**config.mk**
```make
export PLATFORM = sky130hd
export DESIGN_NAME = array_multiplier
export DESIGN_NICKNAME = d
export VERILOG_FILES = /design/src/rtl/array_multiplier_pkg.sv /design/src/rtl/array_multiplier_cell.sv /design/src/rtl/array_multiplier.sv
export SDC_FILE = /design/constraint.sdc
export NUM_CORES = 1
export LEC_CHECK = 0
export BUFFER_PORTS_ARGS = -buffer_cell sky130_fd_sc_hd__buf_2
export CELL_PAD_IN_SITES_DETAIL_PLACEMENT = 1
export CELL_PAD_IN_SITES_GLOBAL_PLACEMENT = 1
export CORE_ASPECT_RATIO = 0.9
export CORE_UTILIZATION = 35
export DETAILED_ROUTE_END_ITERATION = 10
export PLACE_DENSITY = 0.72
export SKIP_LAST_GASP = 1
export SLEW_MARGIN = 5
export SYNTH_ARGS = -nofsm -noshare
export SYNTH_HDL_FRONTEND = slang
export SYNTH_SLANG_ARGS = --single-unit
```
**constraint.sdc**
```tcl
create_clock -name clk -period 7.9 [get_ports clk]
set_input_delay 1.58 -clock clk [delete_from_list [all_inputs] [get_ports clk]]
set_output_delay 1.58 -clock clk [all_outputs]
set_load 0.02 [all_outputs]
```
**src/rtl/array_multiplier_pkg.sv**
```systemverilog
// Shared constants and Baugh-Wooley helpers for the signed array multiplier.
package array_multiplier_pkg;

    localparam int DEFAULT_WIDTH = 4;
    localparam int PROD_W        = 2 * DEFAULT_WIDTH;

    function automatic int prod_width(input int w);
        return 2 * w;
    endfunction

    // Bit weights that receive the constant correction one in the modified Baugh-Wooley sum.
    function automatic int corr_pos_low(input int w);
        return w;
    endfunction

    function automatic int corr_pos_high(input int w);
        return 2 * w - 1;
    endfunction

    function automatic logic bw_corr_bit(input int pos, input int w);
        return (pos == corr_pos_low(w)) || (pos == corr_pos_high(w));
    endfunction

    // Full correction constant as a value, for reference by datapaths that fold it elsewhere.
    function automatic longint unsigned bw_corr_const(input int w);
        return (64'd1 << corr_pos_low(w)) | (64'd1 << corr_pos_high(w));
    endfunction

endpackage

```
**src/rtl/array_multiplier_cell.sv**
```systemverilog
// Array cell: partial-product AND (optionally NAND for sign terms) feeding a full adder.
module array_multiplier_cell (
    input  logic a_bit,
    input  logic b_bit,
    input  logic invert,
    input  logic sum_in,
    input  logic carry_in,
    output logic sum_out,
    output logic carry_out
);
    logic pp;

    assign pp        = (a_bit & b_bit) ^ invert;
    assign sum_out   = pp ^ sum_in ^ carry_in;
    assign carry_out = (pp & sum_in) | (pp & carry_in) | (sum_in & carry_in);
endmodule

```
**src/rtl/array_multiplier.sv**
```systemverilog
// Registered signed Baugh-Wooley carry-save array multiplier (1-cycle latency).
// Define ARRAY_MULTIPLIER_INREG_EN to register A/B before the array (2-cycle latency).
module array_multiplier
    import array_multiplier_pkg::*;
#(
    parameter int WIDTH = DEFAULT_WIDTH
) (
    output logic signed [2*WIDTH-1:0] PRODUCT,
    input  logic signed [WIDTH-1:0]   A,
    input  logic signed [WIDTH-1:0]   B,
    input  logic                      clk,
    input  logic                      rst
);
    localparam int N  = WIDTH;
    localparam int PW = prod_width(WIDTH);

    logic [N-1:0] a_op;
    logic [N-1:0] b_op;

`ifdef ARRAY_MULTIPLIER_INREG_EN
    logic [N-1:0] a_q;
    logic [N-1:0] b_q;

    always_ff @(posedge clk) begin
        if (rst) begin
            a_q <= '0;
            b_q <= '0;
        end else begin
            a_q <= A;
            b_q <= B;
        end
    end

    assign a_op = a_q;
    assign b_op = b_q;
`else
    assign a_op = A;
    assign b_op = B;
`endif

    // Carry-save grid: cell (i,j) has weight i+j; s_w/c_w are flattened row-major.
    logic s_w [N*N];
    logic c_w [N*N];
    logic rs_w [N];
    logic rc_w [N-1];
    logic top_carry_unused;

    for (genvar i = 0; i < N; i++) begin : g_row
        for (genvar j = 0; j < N; j++) begin : g_col
            localparam logic INV  = logic'((i == N-1) != (j == N-1));
            localparam logic CORR = bw_corr_bit(i + N - 1, N);
            logic sin;
            logic cin;

            if (i == 0) begin : g_first
                assign sin = 1'b0;
                assign cin = 1'b0;
            end else if (j < N-1) begin : g_mid
                assign sin = s_w[(i-1)*N + j + 1];
                assign cin = c_w[(i-1)*N + j];
            end else begin : g_edge
                // Leftmost column has no shifted sum from above; the low correction one enters here.
                assign sin = CORR;
                assign cin = c_w[(i-1)*N + j];
            end

            array_multiplier_cell u_cell (
                .a_bit     (a_op[j]),
                .b_bit     (b_op[i]),
                .invert    (INV),
                .sum_in    (sin),
                .carry_in  (cin),
                .sum_out   (s_w[i*N + j]),
                .carry_out (c_w[i*N + j])
            );
        end
    end

    // Final ripple-carry row merges the last sum/carry vectors into bits N..2N-1.
    for (genvar j = 0; j < N; j++) begin : g_final
        localparam logic CORR_TOP = bw_corr_bit(N + j, N);
        logic sin;
        logic cin;

        if (j < N-1) begin : g_sum
            assign sin = s_w[(N-1)*N + j + 1];
        end else begin : g_top
            assign sin = CORR_TOP;
        end

        if (j == 0) begin : g_cin0
            assign cin = 1'b0;
        end else begin : g_cinr
            assign cin = rc_w[j-1];
        end

        if (j < N-1) begin : g_ripple
            array_multiplier_cell u_cell (
                .a_bit     (c_w[(N-1)*N + j]),
                .b_bit     (1'b1),
                .invert    (1'b0),
                .sum_in    (sin),
                .carry_in  (cin),
                .sum_out   (rs_w[j]),
                .carry_out (rc_w[j])
            );
        end else begin : g_msb
            array_multiplier_cell u_cell (
                .a_bit     (c_w[(N-1)*N + j]),
                .b_bit     (1'b1),
                .invert    (1'b0),
                .sum_in    (sin),
                .carry_in  (cin),
                .sum_out   (rs_w[j]),
                .carry_out (top_carry_unused)
            );
        end
    end

    logic [PW-1:0] prod_d;
    logic [PW-1:0] prod_q;

    always_comb begin
        prod_d = '0;
        for (int k = 0; k < N; k++) begin
            prod_d[k]     = s_w[k*N];
            prod_d[N + k] = rs_w[k];
        end
    end

    always_ff @(posedge clk) begin
        if (rst) begin
            prod_q <= '0;
        end else begin
            prod_q <= prod_d;
        end
    end

    assign PRODUCT = $signed(prod_q);
endmodule

```
==> results by group, run 1 <==
Synth
  – Synth Instances: 53
  – Yosys top cell area share: 29.2%
  – Synth Net Count: 77
  – Seq cells post-synth: 8
  – Synth top area cells: dfxtp_1, fa_1, ha_1, and2_1, nand2_1
  – Mapped Area: 549 sq um
  – Post-synth top area cell: dfxtp_1
  – Syn_area_per_cell: 10.4 sq um
  – Synth cell types: 9
  – Sequential area share after synthesis: 29.2%
  – YS warnings: 0

GRT
  – All-Layer GR Usage: 12.6%
  – GR Overflow Total: 0
  – Vias in the first global route: 349
  – First-pass GRT wire length: 1450 microns
  – Initial antenna violation count: 0
  – Largest net degree at the start of global routing: 9

Clock tree
  – CTS Buf Count: 3
  – Reg clk slew, reported paths: 0.05 ns
  – CTS tree: yes
  – H-tree depth: 1
  – Clk root buf: clkbuf_4
  – CTS resizes: 0
  – CTS Hold Buffers Added: 0
  – Clock sink total: 8
  – Post-CTS setup buffers: 0
  – CTS Buffer Depth: 2

Place
  – Routability congestion estimate from global placement: 0.704
  – DP Cell Count: 85
  – Port Buffers: 17
  – Post-DP HPWL: 839 microns
  – Place WS: 3.52 ns

Timing
  – Worst-margin pin slew: 0.141 ns
  – Final period utilization: 52.0%
  – Setup TNS: 0 ns
  – Max Clk Rate: 243 MHz
  – Clock period minus worst slack: 4.11 ns
  – Final hold violations: 0
  – Worst rel slew slack: 90.5%
  – RSZ-0062 raised after global routing: no
  – Final worst slack: 3.79 ns
  – Final setup viols: 0
  – Max Slew Vio Count: 0

Worst setup path
  – Nature of the critical path endpoint: register
  – Arr. time, crit path: 4.24 ns
  – Crit-path cells: buf_2 > and2_1 > ha_1 > fa_1 > fa_1 > ha_1 > inv_1 > fa_1 > fa_1 > xnor2_1 > nor2_1
  – Class of the most critical setup path: in2reg
  – Startpoint types: input port
  – Worst-path maximum fanout: 4
  – Worst path most repeated cell: fa_1
  – Worst endpoint required time: 8.04 ns
  – CP max-delay cell: fa_1
  – CP max stage delay: 0.50 ns

Power and ir drop
  – Pwr Density: 192 nW/um^2
  – Psw: 42.5 uW
  – Tot Pwr: 130 uW
  – Total internal power: 87.1 uW
  – Gate power share: 39.2%
  – Lkg Pwr: 0.000356 uW
  – Clock Power Share: 22.5%
  – Switching Share: 32.8%
  – Seq pwr share: 38.4%
  – Max VDD drop: 0.0592 mV

Cells and area
  – Post-route insts no fill: 88
  – Max reg flops: 8
  – Nets: 99
  – Filler instances: 179
  – Area growth, synth to finish: 23.0%
  – Layout cells sized above 1: 27.4%
  – Ant diodes: 0

Die
  – Rows: 13
  – Die height: 39.6 microns
  – Full die area: 1730 sq um
  – Starting Density: 37.9%
  – Core Box Area: 1450 sq um
  – Chip width: 43.8 microns
  – Boundary pin count: 18

Drt
  – Via count: 393
  – DRT antenna net count: 0
  – Total length of routed wires: 908 microns
  – WL per Instance: 10.3 microns
  – DRT Pass-1 Iters: 6
  – Vias per inst: 4.47
  – Remaining DRCs: 3
  – Initial drt markers: 8

Flow run
  – Max_cap viols: 0

Min path
  – Hold WC Path Type: in2reg

Status
  – Status: finished, violations left
  – Failing checks: design-rule violations
[cells by family after synthesis]
group | count (synthesis) | synth area share [%]
buffers and inverters | 6 | 4.10
adder cells (fa/ha/maj) | 14 | 42.8
AND/OR/NAND/NOR | 24 | 22.3
XOR/XNOR | 1 | 1.59
flip-flops | 8 | 29.2
[critical path, delay by kind of cell]
kind	cells	cell delay (ns)
buffers and inverters	2	0.17
and+or+nand+nor	2	0.20
xor gates and xnor gates	1	0.18
adders and majority gates	6	2.12
[Yosys cell counts, drive strengths merged]
master	instances
dfxtp	8
and2	9
nor2	4
inv	6
fa	8
ha	6
nor2b	4
nand2	7
xnor2	1
[cells in the final DEF, fill, tap and decap left out]
| cell | Yosys | layout |
|---|---|---|
| and2_1 | 9 | 9 |
| buf_2 | 0 | 17 |
| clkbuf_4 | 0 | 3 |
| dfxtp_1 | 8 | 8 |
| fa_1 | 8 | 8 |
| ha_1 | 6 | 6 |
| inv_1 | 6 | 6 |
| nand2_1 | 7 | 7 |
| nor2_1 | 4 | 4 |
| nor2b_1 | 4 | 4 |
| xnor2_1 | 1 | 1 |
[final timing paths]
check | startpoint | end | slack, ns | cells after the start
max | A[2] | PRODUCT[7]$_SDFF_PP0_ | 3.79 | 11
min | rst | PRODUCT[5]$_SDFF_PP0_ | 1.60 | 2
[final cells by class]
type | count | area (sq um) | share of cell area [%]
clock buffer | 3 | 22.5 | 3.33
tap | 15 | 18.8 | 2.78
sequential | 8 | 160 | 23.7
inverter | 6 | 22.5 | 3.33
timing repair buffer | 17 | 85.1 | 12.6
multi-input combinational | 39 | 367 | 54.3
[metrics by stage]
step	hold slack, ns	cell area (sq um)	utilization [%]
2_1_floorplan	1.65	549	-
3_3_place_gp	1.85	653	45.1
3_5_place_dp	1.85	653	45.1
4_1_cts	1.59	676	46.7
5_1_grt	1.60	676	46.7
6_report	1.60	676	46.7
[power groups by stage]
| stage | clock [uW] | sequential [uW] | combinational, uW |
|---|---|---|---|
| finish | 29.1 | 49.7 | 50.8 |
| global route | 31.6 | 50.0 | 58.3 |
| CTS | 30.9 | 49.9 | 52.4 |
| detailed placement | 0 | 50.8 | 52.0 |
| global placement | 0 | 50.2 | 50.8 |
| floorplan | 0 | 61.0 | 24.9 |
[per-layer routing]
layer	up-vias	track usage, %	share of wire [%]
li1	200	-	-
met1	179	14.4	43
met2	14	22.0	52
met3	0	1.38	5.3
met4	0	9.38	0
met5	-	0	0
Note: power is estimated with default switching activity, not from simulation.
==> run 2: changes to the inputs <==
--- a/config.mk
+++ b/config.mk
@@ -9,9 +9,9 @@
 export CELL_PAD_IN_SITES_DETAIL_PLACEMENT = 1
 export CELL_PAD_IN_SITES_GLOBAL_PLACEMENT = 1
 export CORE_ASPECT_RATIO = 0.9
-export CORE_UTILIZATION = 35
+export CORE_UTILIZATION = 32
 export DETAILED_ROUTE_END_ITERATION = 10
-export PLACE_DENSITY = 0.72
+export PLACE_DENSITY = 0.69
 export SKIP_LAST_GASP = 1
 export SLEW_MARGIN = 5
 export SYNTH_ARGS = -nofsm -noshare
==> constraint.sdc (replaced) <==
create_clock -name clk -period 3.4 [get_ports clk]
set_input_delay 0.68 -clock clk [delete_from_list [all_inputs] [get_ports clk]]
set_output_delay 0.68 -clock clk [all_outputs]
set_load 0.02 [all_outputs]
==> results by group, run 2 (same netlist as run 1, synthesis figures left out) <==
Cells and area
  – Layout cells sized above 1: 29.3% (+1.9 points)
  – Area of the multi-input gates: 367 sq um (unchanged)
  – Post-route insts no fill: 97 (+10%)
  – Commonest non-fill, non-tap cell in the layout: buf_2
  – Final Util: 45.7% (-0.93 points)
  – Commonest cells after routing, fill and taps aside: buf_2, and2_1, dfxtp_1, fa_1, nand2_1
  – Area growth, synth to finish: 27.3%
  – Reg area: 160 sq um (unchanged)
  – Max reg flops: 8 (unchanged)
  – Filler instances: 193 (+7.8%)
  – Fin area: 699 sq um (+3.5%)
  – Nets: 101 (+2.0%)
  – Ant diodes: 0 (unchanged)

Clock tree
  – Clock sink total: 8 (unchanged)
  – CTS resizes: 0 (unchanged)
  – H-tree depth: 1 (unchanged)
  – Clk root buf: clkbuf_4
  – Post-CTS setup buffers: 0 (unchanged)
  – CTS Hold Buffers Added: 0 (unchanged)
  – CTS tree: yes
  – CTS Buf Count: 3 (unchanged)
  – CTS Buffer Depth: 2 (unchanged)
  – Reg clk slew, reported paths: 0.05 ns (about the same)

Timing
  – Final setup viols: 0 (unchanged)
  – Clock period minus worst slack: 3.17 ns
  – Worst rel slew slack: 90.9% (+0.33 points)
  – Max Slew Vio Count: 0 (unchanged)
  – Hold Slack: 0.687 ns (-0.909 ns)
  – Final period utilization: 93.2%
  – Max Clk Rate: 315 MHz
  – RSZ-0062 raised after global routing: no
  – Worst-margin pin slew: 0.136 ns (-0.00495 ns)
  – Final hold violations: 0 (unchanged)

Place
  – DP Cell Count: 94 (+11%)
  – Post-DP HPWL: 807 microns (-3.9%)
  – Port Buffers: 17 (unchanged)
  – Routability congestion estimate from global placement: 0.671 (-4.6%)
  – Placed Instance Area: 677 sq um (+3.6%)

GRT
  – Largest net degree at the start of global routing: 9 (unchanged)
  – First-pass GRT wire length: 1450 microns (unchanged)
  – GR Overflow Total: 0 (unchanged)
  – All-Layer GR Usage: 12.0% (-0.60 points)
  – Initial antenna violation count: 0 (unchanged)
  – Vias in the first global route: 380 (+8.9%)

Drt
  – Via count: 392 (-0.25%)
  – DRT antenna net count: 0 (unchanged)
  – Vias per inst: 4.04 (-9.5%)
  – Remaining DRCs: 0 (-3)
  – Total length of routed wires: 907 microns (-0.11%)
  – DRT Pass-1 Iters: 1 (-5)
  – WL per Instance: 9.35 microns (-9.4%)
  – Initial drt markers: 0 (-8)

Power and ir drop
  – Switching Share: 32.6% (-0.19 points)
  – Total internal power: 203 uW (+130%)
  – Gate power share: 39.6% (+0.4 points)
  – Lkg Pwr: 0.000365 uW (+2.7%)
  – Clock Power Share: 22.4% (about the same)
  – Pwr Density: 432 nW/um^2 (+120%)
  – Max VDD drop: 0.144 mV (+140%)
  – Psw: 98.5 uW (+130%)
  – Seq pwr share: 38.0% (-0.4 points)

Worst setup path
  – Class of the most critical setup path: in2reg
  – Worst-path maximum fanout: 4 (unchanged)
  – Arr. time, crit path: 3.31 ns (-0.93 ns)
  – Worst endpoint required time: 3.54 ns (-4.50 ns)
  – Nature of the critical path endpoint: register
  – Startpoint types: input port

Die
  – Full die area: 1890 sq um (+8.9%)
  – Starting Density: 35.9% (-2.0 points)
  – Rows: 13 (unchanged)
  – Chip width: 45.7 microns (+4.4%)
  – Die height: 41.3 microns (+4.4%)
  – Core Box Area: 1530 sq um (+5.6%)
  – Boundary pin count: 18 (unchanged)

Min path
  – Hold Crit Depth: 3 (+1)
  – Hold WC Path Type: in2reg

Flow run
  – Max_cap viols: 0 (unchanged)

Status
  – Status: finished clean
[run 2: changes by cell type in the layout (fill, tap and decap cells not counted), sizes merged]
cell  before  now
buf       17   19
[run 2: per-stage QoR]
| stage | TNS (ns) | power, uW | setup WS [ns] |
|---|---|---|---|
| after floorplan | 0 | 200 | 0.175 |
| after global placement | -0.0322 | 237 | -0.0322 |
| after detailed placement | -0.0347 | 239 | -0.0347 |
| after CTS | 0 | 309 | 0.225 |
| after global routing | 0 | 330 | 0.0870 |
| final | 0 | 302 | 0.230 |
[run 2: worst max-delay path, cell delays in order]
cell and delay [ns]:
buf_2 0.12, and2_1 0.13, ha_1 0.31, fa_1 0.41
fa_1 0.49, ha_1 0.13, inv_1 0.04, fa_1 0.37
fa_1 0.38, xnor2_1 0.17, nor2_1 0.05
[run 2: power by group through the flow]
stage | Clock (uW) | Sequential (uW) | Combinational [uW]
2_1_floorplan | 0 | 142 | 57.9
3_3_place_gp | 0 | 116 | 121
3_5_place_dp | 0 | 117 | 123
4_1_cts | 70.9 | 115 | 123
5_1_grt | 72.9 | 116 | 141
6_report | 67.6 | 115 | 119
[run 2: worst paths after layout]
path | startpoint | to | slack [ns]
min | A[0] | PRODUCT[0]$_SDFF_PP0_ | 0.69
max | B[1] | PRODUCT[7]$_SDFF_PP0_ | 0.23
[run 2: area by class of cell]
cell class	count	share of cell area (%)
Multi-Input combinational cell	39	52.4
Sequential cell	8	22.9
Timing Repair Buffer	19	14.3
Tap cell	22	3.94
Clock buffer	3	3.22
Inverter	6	3.22
[run 2: routing by layer]
layer,wire [microns],GRT usage (%)
met1,423,12.7
met2,413,20.4
met3,47,1.29
met4,23,13.6
met5,0,0
==> run 3: changes to the inputs <==
--- a/config.mk
+++ b/config.mk
@@ -9,6 +9,7 @@
 export CELL_PAD_IN_SITES_DETAIL_PLACEMENT = 1
 export CELL_PAD_IN_SITES_GLOBAL_PLACEMENT = 1
 export CORE_ASPECT_RATIO = 0.9
+export CORE_MARGIN = 2
 export CORE_UTILIZATION = 32
 export DETAILED_ROUTE_END_ITERATION = 10
 export PLACE_DENSITY = 0.69
==> constraint.sdc (replaced) <==
create_clock -name clk -period 3.4 [get_ports clk]
set_input_delay 0 -clock clk [delete_from_list [all_inputs] [get_ports clk]]
set_output_delay 0 -clock clk [all_outputs]
set_load 0.02 [all_outputs]
==> results by group, run 3 (same netlist as run 1, synthesis figures left out) <==
Status
  – Status: finished clean

Die
  – Core Box Area: 1650 sq um (+7.7%)
  – Boundary pin count: 18 (unchanged)
  – Chip width: 47.7 microns (+4.4%)
  – Die height: 43.3 microns (+4.8%)
  – Rows: 14 (+1)
  – Starting Density: 33.4% (-2.6 points)
  – Full die area: 2060 sq um (+9.4%)

Worst setup path
  – Nature of the critical path endpoint: register
  – Startpoint types: input port
  – Buf/Inv on CP: 2 (unchanged)
  – Largest delay share family, worst path: adder cells
  – CP max stage delay: 0.49 ns (about the same)
  – Worst endpoint required time: 3.54 ns (about the same)
  – Worst-path maximum fanout: 4 (unchanged)
  – Crit-path cells: buf_2 > and2_1 > ha_1 > fa_1 > fa_1 > ha_1 > inv_1 > fa_1 > fa_1 > xnor2_1 > nor2_1
  – CP max-delay cell: fa_1
  – Class of the most critical setup path: in2reg
  – Arr. time, crit path: 2.64 ns (-0.67 ns)
  – Worst path most repeated cell: fa_1

Power and ir drop
  – Max VDD drop: 0.184 mV (+27%)
  – Tot Pwr: 303 uW (+0.47%)
  – Gate power share: 39.8% (+0.2 points)
  – Pwr Density: 442 nW/um^2 (+2.3%)
  – Lkg Pwr: 0.000356 uW (-2.6%)
  – Seq pwr share: 37.9% (about the same)
  – Switching Share: 33.1% (+0.46 points)
  – Total internal power: 203 uW (-0.21%)
  – Clock Power Share: 22.4% (about the same)
  – Psw: 100 uW (+1.9%)

GRT
  – All-Layer GR Usage: 10.8% (-1.2 points)
  – First-pass GRT wire length: 1590 microns (+9.5%)
  – GR Overflow Total: 0 (unchanged)
  – Vias in the first global route: 405 (+6.6%)
  – Largest net degree at the start of global routing: 9 (unchanged)
  – Initial antenna violation count: 0 (unchanged)

Drt
  – Initial drt markers: 0 (unchanged)
  – Total length of routed wires: 936 microns (+3.2%)
  – Via count: 389 (-0.77%)
  – Vias per inst: 4.01 (-0.77%)
  – DRT antenna net count: 0 (unchanged)
  – DRT Pass-1 Iters: 1 (unchanged)
  – WL per Instance: 9.65 microns (+3.2%)
  – Remaining DRCs: 0 (unchanged)

Cells and area
  – Filler instances: 212 (+9.8%)
  – Reg area: 160 sq um (unchanged)
  – Nets: 99 (-2.0%)
  – Area of the multi-input gates: 367 sq um (unchanged)
  – Max reg flops: 8 (unchanged)
  – Commonest cells after routing, fill and taps aside: buf_2, and2_1, dfxtp_1, fa_1, nand2_1
  – Area growth, synth to finish: 25.1%
  – Commonest non-fill, non-tap cell in the layout: buf_2
  – Layout cells sized above 1: 27.4% (-1.9 points)
  – Post-route insts no fill: 97 (unchanged)
  – Ant diodes: 0 (unchanged)

Timing
  – Max Slew Vio Count: 0 (unchanged)
  – Final setup viols: 0 (unchanged)
  – Max Clk Rate: 400 MHz (+27%)
  – Worst rel slew slack: 90.9% (about the same)
  – Clock period minus worst slack: 2.50 ns (-0.671 ns)
  – Worst-margin pin slew: 0.136 ns (-0.000274 ns)
  – Final period utilization: 73.5% (-20 points)
  – RSZ-0062 raised after global routing: no
  – Final hold violations: 0 (unchanged)
  – Setup TNS: 0 ns (unchanged)

Clock tree
  – H-tree depth: 1 (unchanged)
  – Reg clk slew, reported paths: 0.05 ns (about the same)
  – CTS Buf Count: 3 (unchanged)
  – CTS Buffer Depth: 2 (unchanged)
  – CTS Hold Buffers Added: 0 (unchanged)
  – Clk root buf: clkbuf_4
  – Clock sink total: 8 (unchanged)
  – CTS resizes: 0 (unchanged)
  – CTS tree: yes
  – Post-CTS setup buffers: 0 (unchanged)

Place
  – DP Cell Count: 94 (unchanged)
  – Post-DP HPWL: 872 microns (+8.1%)
  – Port Buffers: 17 (unchanged)
  – Routability congestion estimate from global placement: 0.699 (+4.1%)

Min path
  – Hold WC Path Type: in2reg
  – Worst Hold Path EP: PRODUCT[5]$_SDFF_PP0_
  – Worst hold start: rst
  – Hold Crit Depth: 2 (-1)

Flow run
  – Max_cap viols: 0 (unchanged)
==> run 3: power by group through the flow <==
stage	sequential [uW]	combinational, uW	clock [uW]
floorplan	142	57.9	0
global placement	117	118	0
detailed placement	117	123	0
CTS	115	124	71.0
global route	117	138	79.0
finish	115	121	67.9
==> run 3: worst max path at each step <==
| stage | startpoint | endpoint | slack (ns) | cells past startpoint |
|---|---|---|---|---|
| finish | A[2] | PRODUCT[7]$_SDFF_PP0_ | 0.90 | 11 |
| global route | A[2] | PRODUCT[7]$_SDFF_PP0_ | 0.82 | 11 |
| CTS | A[2] | PRODUCT[7]$_SDFF_PP0_ | 0.89 | 11 |
| detailed placement | A[2] | PRODUCT[7]$_SDFF_PP0_ | 0.61 | 11 |
| global placement | A[2] | PRODUCT[7]$_SDFF_PP0_ | 0.66 | 11 |
| floorplan | A[2] | PRODUCT[7]$_SDFF_PP0_ | 0.86 | 10 |
==> run 3: layer usage <==
metal  global-route usage [%]  routed length (microns)  vias up  share of wire [%]
met5                        0                        0        -                  0
met4                     3.24                        0        0                  0
met3                     2.55                       69        0                7.4
met2                     19.2                      470       14                 50
met1                     12.4                      395      176                 42
li1                         -                        -      199                  -
==> run 3: layout make-up <==
class	count	area share (%)
inverters	6	3.28
multi-input cells	39	53.4
flip-flops and latches	8	23.3
repair buffers	17	12.4
well taps	24	4.37
clock buffers	3	3.28
==> run 3: metrics by stage <==
stage | utilization, % | cell area (sq um) | hold WS [ns] | worst slack, ns
6_report | 41.7 | 687 | 0.00865 | 0.900
2_1_floorplan | - | 549 | 0.0667 | 0.855
5_1_grt | 41.7 | 687 | 0.0176 | 0.821
3_5_place_dp | 40.3 | 664 | 0.267 | 0.608
3_3_place_gp | 40.3 | 664 | 0.266 | 0.660
4_1_cts | 41.7 | 687 | 0.00567 | 0.890
